`src/rtl/dds_pkg.sv`:
```
// Shared constants for the DDS waveform generator and the quarter-wave sine
// table generator used to populate the ROM at elaboration time.
package dds_pkg;

   localparam int DDS_ACC_W = 32;
   localparam int DDS_PH_W  = 10;
   localparam int DDS_OUT_W = 8;
   localparam int STAGES    = 3;

   localparam logic [1:0] WAVE_SINE   = 2'b00;
   localparam logic [1:0] WAVE_SQUARE = 2'b01;
   localparam logic [1:0] WAVE_TRI    = 2'b10;
   localparam logic [1:0] WAVE_SAW    = 2'b11;

   localparam logic [7:0] MIDSCALE = 8'd128;

   localparam longint ONE_Q30 = 64'sd1073741824;
   localparam longint PI_Q30  = 64'sd3373259426;

   // round(127*sin(2*pi*(idx+0.5)/1024)) in Q30 fixed point; Horner form of
   // the Taylor series up to x^15 keeps the error far below the rounding step.
   function automatic logic [6:0] sine_rom_val(input int idx);
      longint x, x2, t, s, v;
      x  = (longint'(2 * idx + 1) * PI_Q30) >>> 10;
      x2 = (x * x) >>> 30;
      t  = ONE_Q30;
      t  = ONE_Q30 - (((x2 * t) >>> 30) / 210);
      t  = ONE_Q30 - (((x2 * t) >>> 30) / 156);
      t  = ONE_Q30 - (((x2 * t) >>> 30) / 110);
      t  = ONE_Q30 - (((x2 * t) >>> 30) / 72);
      t  = ONE_Q30 - (((x2 * t) >>> 30) / 42);
      t  = ONE_Q30 - (((x2 * t) >>> 30) / 20);
      t  = ONE_Q30 - (((x2 * t) >>> 30) / 6);
      s  = (x * t) >>> 30;
      v  = (127 * s + (ONE_Q30 >>> 1)) >>> 30;
      return 7'(v);
   endfunction

endpackage

```
`src/rtl/dds_wave_gen_sine_qrom.sv`:
```
// 256x7 quarter-wave sine ROM with registered read; forms the sine path's
// second pipeline stage.
module sine_qrom
   import dds_pkg::*;
(
   input  logic       clk,
   input  logic       rst,
   input  logic [7:0] addr,
   output logic [6:0] data
);

   logic [6:0] rom_tbl [256];
   logic [6:0] data_d, data_q;

   for (genvar i = 0; i < 256; i++) begin : g_rom
      assign rom_tbl[i] = sine_rom_val(i);
   end

   always_comb begin
      data_d = rom_tbl[addr];
   end

   always_ff @(posedge clk) begin
      if (rst) data_q <= '0;
      else     data_q <= data_d;
   end

   assign data = data_q;

endmodule

```
`src/rtl/dds_wave_gen.sv`:
```
// Phase accumulator with wrap-synchronous increment/waveform shadowing, and a
// 3-stage sine/square/triangle/sawtooth pipeline feeding an 8-bit DAC.
module dds_wave_gen
   import dds_pkg::*;
#(
   parameter int ACC_W = DDS_ACC_W,
   parameter int PH_W  = DDS_PH_W,
   parameter int OUT_W = DDS_OUT_W
) (
   input  logic             clk,
   input  logic             rst,
   input  logic             en,
   input  logic             sync_clr,
   input  logic [ACC_W-1:0] inc,
   input  logic [1:0]       wave_sel,
   input  logic [PH_W-1:0]  phase_ofs,
   output logic [OUT_W-1:0] wave_out,
   output logic             wave_vld,
   output logic             cycle_tick
);

   logic [ACC_W-1:0] acc_d, acc_q, inc_act_d, inc_act_q, sum;
   logic             carry, issue, load;
   logic [1:0]       wave_act_d, wave_act_q;
   logic             wrap_d, wrap_q;

   logic [STAGES:1]  vld_pipe_d, vld_pipe_q;
   logic [STAGES:1]  tick_pipe_d, tick_pipe_q;

   logic [PH_W-1:0]  ph1_d, ph1_q;
   logic [1:0]       wave1_d, wave1_q, wave2_d, wave2_q;
   logic             half2_d, half2_q;
   logic [OUT_W-1:0] shape2_d, shape2_q;
   logic [OUT_W-1:0] wave_out_d, wave_out_q, sine_val;
   logic [PH_W-3:0]  rom_addr;
   logic [OUT_W-2:0] rom_data;

   // Accumulator and shadow registers: new inc/wave only land at a wrap
   // (or while idle / on clear) so a period is never cut short.
   always_comb begin
      {carry, sum} = {1'b0, acc_q} + {1'b0, inc_act_q};
      issue        = en & ~sync_clr;
      load         = ~en | sync_clr | carry;
      acc_d        = acc_q;
      wrap_d       = wrap_q;
      if (sync_clr) begin
         acc_d  = '0;
         wrap_d = 1'b0;
      end else if (en) begin
         acc_d  = sum;
         wrap_d = carry;
      end
      inc_act_d  = load ? inc      : inc_act_q;
      wave_act_d = load ? wave_sel : wave_act_q;
   end

   // Stage 1: truncated phase plus live offset; tick marks the first phase
   // produced by a carrying addition.
   always_comb begin
      ph1_d       = acc_q[ACC_W-1 -: PH_W] + phase_ofs;
      wave1_d     = wave_act_q;
      vld_pipe_d  = {vld_pipe_q[STAGES-1:1], issue};
      tick_pipe_d = {tick_pipe_q[STAGES-1:1], issue & wrap_q};
   end

   // Stage 2: ROM lookup in parallel with the arithmetic shapes.
   always_comb begin
      rom_addr = ph1_q[PH_W-2] ? ~ph1_q[PH_W-3:0] : ph1_q[PH_W-3:0];
      half2_d  = ph1_q[PH_W-1];
      wave2_d  = wave1_q;
      case (wave1_q)
         WAVE_SQUARE: shape2_d = ph1_q[PH_W-1] ? '0 : '1;
         WAVE_TRI:    shape2_d = ph1_q[PH_W-1] ? ~ph1_q[PH_W-2:1] : ph1_q[PH_W-2:1];
         WAVE_SAW:    shape2_d = ph1_q[PH_W-1:2];
         default:     shape2_d = '0;
      endcase
   end

   sine_qrom u_rom (
      .clk  (clk),
      .rst  (rst),
      .addr (rom_addr),
      .data (rom_data)
   );

   // Stage 3: fold the quarter wave into the lower/upper half and hold the
   // output between valid samples.
   always_comb begin
      sine_val   = half2_q ? (MIDSCALE - 8'd1 - {1'b0, rom_data})
                           : (MIDSCALE + {1'b0, rom_data});
      wave_out_d = wave_out_q;
      if (vld_pipe_q[2]) wave_out_d = (wave2_q == WAVE_SINE) ? sine_val : shape2_q;
   end

   always_ff @(posedge clk) begin
      if (rst) begin
         acc_q       <= '0;
         inc_act_q   <= '0;
         wave_act_q  <= WAVE_SINE;
         wrap_q      <= 1'b0;
         vld_pipe_q  <= '0;
         tick_pipe_q <= '0;
         ph1_q       <= '0;
         wave1_q     <= WAVE_SINE;
         wave2_q     <= WAVE_SINE;
         half2_q     <= 1'b0;
         shape2_q    <= '0;
         wave_out_q  <= MIDSCALE;
      end else begin
         acc_q       <= acc_d;
         inc_act_q   <= inc_act_d;
         wave_act_q  <= wave_act_d;
         wrap_q      <= wrap_d;
         vld_pipe_q  <= vld_pipe_d;
         tick_pipe_q <= tick_pipe_d;
         ph1_q       <= ph1_d;
         wave1_q     <= wave1_d;
         wave2_q     <= wave2_d;
         half2_q     <= half2_d;
         shape2_q    <= shape2_d;
         wave_out_q  <= wave_out_d;
      end
   end

   assign wave_out   = wave_out_q;
   assign wave_vld   = vld_pipe_q[STAGES];
   assign cycle_tick = tick_pipe_q[STAGES];

endmodule

```
`config.mk`:
```
export PLATFORM = sky130hd
export DESIGN_NAME = dds_wave_gen
export DESIGN_NICKNAME = d
export VERILOG_FILES = /design/src/rtl/dds_pkg.sv /design/src/rtl/dds_wave_gen_sine_qrom.sv /design/src/rtl/dds_wave_gen.sv
export SDC_FILE = /design/constraint.sdc
export NUM_CORES = 1
export LEC_CHECK = 0
export BUFFER_PORTS_ARGS = -buffer_cell sky130_fd_sc_hd__buf_2
export CORE_MARGIN = 1.5
export CORE_UTILIZATION = 25
export DETAILED_ROUTE_END_ITERATION = 16
export PLACE_DENSITY = 0.45
export SLEW_MARGIN = 20
export SYNTH_ARGS = -nofsm -noshare
export SYNTH_HDL_FRONTEND = slang
export SYNTH_SLANG_ARGS = --single-unit
export TNS_END_PERCENT = 10
```
`constraint.sdc`:
```
create_clock -name clk -period 2.55 [get_ports clk]
set_input_delay 0 -clock clk [delete_from_list [all_inputs] [get_ports clk]]
set_output_delay 0 -clock clk [all_outputs]
set_load 0.02 [all_outputs]
```
==> results.md, run 1 <==
* Status: finished, final reports clean
* R2R setup slack at 30 ps
* Kind of critical path: reg2reg
* Avg Inst Size Synth at 8.247 µm²
* Dominant synthesized flop cell: dfxtp_1
* Gr usage total at 13.27%
* Total Wirelength at 20.82 mm
* Placeable Area at 29640 µm²
* First-pass GRT wire length at 33.04 mm
* Cells on Worst Hold Path at 3
* Setup TNS Final at 0 ps
* Layout area overhead at 25.97%
* Worst R2R Path Depth at 12
* Leakage at between 0.004 and 0.005 µW
* Die area at 31130 µm²
* Total CTS buffers at 9
* Ant diodes at 0
* Post-synthesis async set-or-reset flop share at 0%
* Clock skew at 7.058 ps
* Fraction of layout cells with a size suffix above 1 at 18.91%
* Number of synthesized flops with an enable pin at 0
* IO buf count at 57
* Fin nets at 1143
* Vias per cell at 4.699
* I/O pin count at 58
* Synth warn at 0
* Vias in the first global route at 6397
* VDD IR max at 0.3367 mV
* Hold EP: ph1_q[0]
* Pre-CTS WS at -74.03 ps
* Max Slew Vio Count at 0
* Final worst setup slack at 26.55 ps
* Worst path cell trace: ha_4 -> fa_2 -> a21o_1 -> a21oi_2 -> o21ba_4 -> o31ai_4 -> a31oi_4 -> o21ai_2 -> o21a_4 -> buf_4 -> mux2i_1 -> nor2_1
* Crit. End Element: register
* GRT Residual Overflow at 0
* Arr. time, crit path at 2750 ps
* DR iter-0 viols at 373
* Initial Utilization at 25.38%
* # clock sinks at between 100 and 150
* Critical Path Source Type: register
* Fmax at 396.3 MHz
* Crit-path max cell delay at 340 ps
* GPL Wtd Cong at approximately 0.8
* Antenna violations before repair at 0
* # rows at 63
* R2R Path Start: inc_act_q[0]
* Clk buf depth at 2
* Die H at 176.4 µm
* Number of distinct library cells after synthesis at 72
* CTS root buf: clkbuf_16
* Antenna viol nets, final at 0
* Crit-path slowest cell: dfxtp_2
* Synthesized flop and latch total at ~110
* Worst skew pair latency at 360 ps
* Worst Hold Launch: phase_ofs[0]
* DRC viols at 0
* Tcrit/Tclk final at between 90% and 100%
* Drt pass-1 iters at 6
* Fin crit period at 2523 ps
* Normalized max-slew margin at 51.87%
* Unrepaired setup endpoints after global routing: true
* CP required at 2780 ps
* Hold Path Class: in2reg
* CTS tree: done
* Sequential-to-total area share from yosys stat at a little under 30%
* # setup viols final at 0
* Endpoints failing hold at 0
* Chip width at 176.4 µm
* Synth Cell Area at 7521 µm²
* Gate Count Post-Synth at 912
* CTS H-Tree Depth at 3
* Power Dens Cells at between 500 and 600 nW/µm²
* Dpl hpwl at 15.66 mm
* Routed WL per cell at 14.49 µm
* Number of max-cap violations at 0
* Largest net degree at the start of global routing at 58
* CTS clk-pin slew, worst paths at 70 ps
* Syn Nets at approximately 1000
* Worst reg2reg endpoint: inc_act_q[24]
* DR vias at approximately 6800
* Worst slew pin tran at 719.3 ps
* Crit path max fanout at 6
placed cells by master, fill, tap and decap left out, drive strengths merged, types with 15 or more instances in the layout:
cell type    instances
a21o                25
a21oi               74
buf                146
clkbuf              15
dfxtp              111
dlygate4sd3         34
ha                  51
inv                 19
mux2i               66
nand2               45
nand3               17
nor2               142
nor2b               18
o21ai               53
xnor2               40
xor2                26
metrics by stage:
step                      power (µW)  hold WS [ps]  area [µm²]  cells  utilization (%)
after floorplan                 2986         146.8        7561    912                -
after global placement          3501         233.8        8691   1381            29.32
after detailed placement        3499         240.6        8691   1381            29.32
after CTS                       4922         13.80        9344   1434            31.53
after global routing            5192         40.38        9474   1437            31.97
final                           4896         13.13        9474   1437            31.97
cell usage after synthesis, types with 19 or more instances:
| library cell | instances | area, µm² |
|---|---|---|
| mux2i_1 | 66 | 660.6 |
| xor2_1 | 25 | 219.0 |
| ha_1 | 51 | 638.1 |
| o21ai_0 | 48 | 240.2 |
| nor2_1 | 142 | 533.0 |
| nand2_1 | 45 | 168.9 |
| xnor2_1 | 39 | 341.6 |
| inv_1 | 19 | 71.32 |
| a21o_1 | 25 | 187.7 |
| clkbuf_1 | 35 | 131.4 |
| a21oi_1 | 73 | 365.4 |
| dfxtp_1 | 111 | 2222 |
what timing repair did:
item,in CTS,in global routing
setup endpoints to repair,37,49
endpoints found under the hold margin,34,0
buffers inserted,3,2
hold buffers,34,0
pin swaps,3,11
gates resized for setup,5,21
cloned,0,1
power by group:
group / switching [µW] / internal, µW / leakage, µW
clock network: 646 / 719 / 0.000129
logic: 865 / 735 / 0.00310
registers: 92.3 / 1840 / 0.000909
total: 1600 / 3290 / 0.00414
state kept, by name, summed over array words and instances (netlist names):
name	flops
acc_q	32
inc_act_q	32
ph1_q	10
shape2_q	8
wave_out	8
u_rom.data	7
tick_pipe_q	3
vld_pipe_q	3
wave1_d	2
wave1_q	2
wave2_q	2
half2_q	1
wrap_q	1
metal layers:
layer	global-route usage (%)	share of wire, %
met5	0	0
met1	17.20	48
met4	2.754	1.3
met3	2.455	2.8
met2	22.85	48
worst max-delay path by stage:
stage,start,to,slack [ps],depth (start not counted)
2_1_floorplan,ph1_q[8],u_rom.data[0],-3,15
3_3_place_gp,acc_q[0],inc_act_q[11],-40,12
3_5_place_dp,acc_q[0],wave1_d[1],-70,12
4_1_cts,acc_q[0],inc_act_q[24],-4,12
5_1_grt,ph1_q[8],u_rom.data[0],-110,15
6_report,inc_act_q[0],inc_act_q[24],30,12
cells by family after synthesis:
group / after synthesis / share of synthesized area, %
multiplexers: 66 / 8.784
XOR/XNOR: 66 / 7.886
buffers and inverters: 81 / 5.057
AND/OR/NAND/NOR: 282 / 17.10
AO/OA/AOI/OAI: 253 / 22.61
adder cells (fa/ha/maj): 53 / 9.017
flip-flops: 111 / 29.55
cell type report:
type | instances | area [µm²]
clock buffers | 14 | 264.0
clock inverters | 2 | 15.01
fillers | 3253 | 20160
inverters | 19 | 71.32
multi-input cells | 720 | 5039
flip-flops and latches | 111 | 2226
well taps | 390 | 488.0
repair buffers | 181 | 1371
worst max-delay path, delay by kind of cell, from the launching register on:
kind            cells  cell delay, ps
compound gates      7            1180
fa+ha+maj           2             500
buf+inv             1             190
flops               1             340
mux                 1             140
simple gates        1              50
(Power assumes the default switching activity.)
==> run 2: changes to the inputs <==
--- a/config.mk
+++ b/config.mk
@@ -6,10 +6,12 @@
 export NUM_CORES = 1
 export LEC_CHECK = 0
 export BUFFER_PORTS_ARGS = -buffer_cell sky130_fd_sc_hd__buf_2
+export CELL_PAD_IN_SITES_DETAIL_PLACEMENT = 1
+export CELL_PAD_IN_SITES_GLOBAL_PLACEMENT = 1
 export CORE_MARGIN = 1.5
 export CORE_UTILIZATION = 25
 export DETAILED_ROUTE_END_ITERATION = 16
-export PLACE_DENSITY = 0.45
+export PLACE_DENSITY = 0.55
 export SLEW_MARGIN = 20
 export SYNTH_ARGS = -nofsm -noshare
 export SYNTH_HDL_FRONTEND = slang
==> results.md, run 2 (synthesis results as in run 1) <==
* Normalized max-slew margin at 51.79% (was 51.87%)
* Failing checks: setup timing
* Fraction of layout cells with a size suffix above 1 at 19.75% (was 18.91%)
* GPL Wtd Cong at 0.7831 (was 0.8207)
* Kind of critical path: reg2reg (unchanged)
* Max Slew Vio Count at 0 (unchanged)
* Endpoints failing hold at 0 (unchanged)
* Sequential standard cell area at 2231 µm² (was 2226 µm²)
* Gr usage total at 14.63% (was 13.27%)
* Crit path max fanout at 7 (was 6)
* Largest regs: acc_q: 32 flops, inc_act_q: 32 flops, ph1_q: 10 flops (unchanged)
* Total Power at 5093 µW (was 4896 µW)
* First-pass GRT wire length at 36.43 mm (was 33.04 mm)
* Routed WL per cell at 16.07 µm (was 14.49 µm)
* I/O pin count at 58 (unchanged)
* # clock sinks at 111 (unchanged)
* CTS H-Tree Depth at 3 (unchanged)
* Vias per cell at 4.863 (was 4.699)
* Total CTS buffers at 9 (unchanged)
* Switching share of power at 33.17% (was 32.73%)
* Crit. End Element: register (unchanged)
* Total Wirelength at 22.95 mm (was 20.82 mm)
* # setup viols final at 34 (was 0)
* Switching power at 1690 µW (was 1602 µW)
* Power Dens Cells at 533.1 nW/µm² (was 516.8 nW/µm²)
* Cell internal pwr at 3404 µW (was 3293 µW)
* Tcrit/Tclk final at 103.2% (was 98.96%)
* Setup TNS Final at -1416 ps (was 0 ps)
* CP required at 2770 ps (was 2780 ps)
* Vias in the first global route at 7073 (was 6397)
* Layout area overhead at 27.03% (was 25.97%)
* Worst slew pin tran at 720.5 ps (was 719.3 ps)
* Critical Path Source Type: register (unchanged)
* Placeable Area at 29640 µm² (unchanged)
* CTS root buf: clkbuf_16 (unchanged)
* Die H at 176.4 µm (unchanged)
* Die area at 31130 µm² (unchanged)
* Drt pass-1 iters at 4 (was 6)
* Initial Utilization at 25.38% (unchanged)
* Chip width at 176.4 µm (unchanged)
* Commonest cells after routing, fill and taps aside: 142 x nor2_1, 106 x dfxtp_1, 73 x buf_4 (was 141 x nor2_1, 108 x dfxtp_1, 82 x buf_4)
* Worst skew pair latency at 360 ps (about the same)
* Pre-CTS WS at -84.91 ps (was -74.03 ps)
* Final worst setup slack at -81.85 ps (was 26.55 ps)
* DR iter-0 viols at 227 (was 373)
* Number of max-cap violations at 0 (unchanged)
* Gate power share at 32.0% (was 32.7%)
* Unrepaired setup endpoints after global routing: true (unchanged)
* Hold Path Class: in2reg (unchanged)
* Antenna violations before repair at 0 (unchanged)
* Clock skew at 13.64 ps (was 7.058 ps)
* DRC viols at 0 (unchanged)
* Status: finished with violations (was finished, final reports clean)
* # fillers at 3551 (was 3253)
* Largest net degree at the start of global routing at 45 (was 58)
* VDD IR max at 0.3136 mV (was 0.3367 mV)
* CTS clk-pin slew, worst paths at 80 ps (was 70 ps)
* GRT Residual Overflow at 0 (unchanged)
* Dpl hpwl at 16.84 mm (was 15.66 mm)
* DR vias at 6944 (was 6753)
* Seq pwr share at 38.2% (was 39.4%)
* CTS tree: done (unchanged)
* Commonest non-fill, non-tap cell in the layout: nor2_1 (unchanged)
* R2R setup slack at -80 ps (was 30 ps)
* Ant diodes at 0 (unchanged)
* Antenna viol nets, final at 0 (unchanged)
* Fmax at 380.0 MHz (was 396.3 MHz)
* Arr. time, crit path at 2850 ps (was 2750 ps)
* IO buf count at 57 (unchanged)
* Area of the multi-input gates at 5111 µm² (was 5039 µm²)
* Clk buf depth at 2 (unchanged)
* Fin nets at 1134 (was 1143)
* # rows at 63 (unchanged)
* Fin crit period at 2632 ps (was 2523 ps)
* Leakage at 0.004146 µW (was 0.004142 µW)
* Clk network pwr share at 29.9% (was 27.9%)
==> run 2: cell types whose count changed in the layout (fill, tap and decap cells not counted), moves of 2 or more <==
cell	previous run	this run
a311oi_1	4	2
a311oi_2	1	3
buf_12	3	5
buf_4	82	73
buf_6	4	1
clkbuf_1	3	0
dfxtp_1	108	106
ha_1	48	44
ha_2	2	5
inv_6	0	2
==> run 2: final timing paths <==
path                                startpoint             end  cells past startpoint
worst max-delay path              inc_act_q[0]   inc_act_q[31]                     12
worst min-delay path              phase_ofs[0]        ph1_q[0]                      3
worst max register to register    inc_act_q[0]   inc_act_q[31]                     12
worst min register to register  tick_pipe_q[1]  tick_pipe_q[2]                      1
==> run 2: critical path, stage by stage, from the launching register on <==
cell,delay (ps)
dfxtp_2,360
ha_4,140
fa_2,200
a21o_1,140
a21oi_2,60
o21ba_4,220
o31ai_4,300
a31oi_4,130
o21ai_2,200
o21a_4,280
clkbuf_16,210
mux2i_1,180
nor2_1,60
==> run 2: metal layers <==
layer / up-vias / GRT usage, % / wire length (µm)
met3: 20 / 2.003 / 443
met2: 84 / 25.71 / 11170
li1: 3479 / - / -
met5: - / 0 / 0
met1: 3361 / 18.86 / 11000
met4: 0 / 3.390 / 340
==> run 2: final cells by class <==
class | count | area share, %
Sequential cell | 111 | 23.35
Timing Repair Buffer | 172 | 14.00
Clock inverter | 5 | 0.6548
Clock buffer | 11 | 2.645
Tap cell | 390 | 5.107
Inverter | 19 | 0.7465
Multi-Input combinational cell | 720 | 53.50
==> run 2: through the flow <==
| step | instance area [µm²] | hold WS [ps] | std cells | util [%] |
|---|---|---|---|---|
| 2_1_floorplan | 7561 | 146.8 | 912 | - |
| 6_report | 9554 | 18.95 | 1428 | 32.24 |
| 5_1_grt | 9554 | 54.39 | 1428 | 32.24 |
| 4_1_cts | 9358 | 23.69 | 1424 | 31.57 |
| 3_3_place_gp | 8633 | 232.6 | 1370 | 29.13 |
| 3_5_place_dp | 8633 | 244.5 | 1370 | 29.13 |
==> run 2: power groups by stage <==
stage,combinational [µW],sequential (µW),clock [µW]
after floorplan,1060,1920,0
after detailed placement,1530,1990,0
final,1630,1940,1520
after global placement,1520,1980,0
after global routing,1800,1960,1640
after CTS,1600,1940,1600
==> run 2: timing repair <==
item,4_1_cts,5_1_grt
cloned,1,1
buffers inserted,3,4
hold endpoints to repair,34,0
resized for setup,7,35
pin swaps,9,20
setup endpoints to repair,38,49
hold buffers,34,0
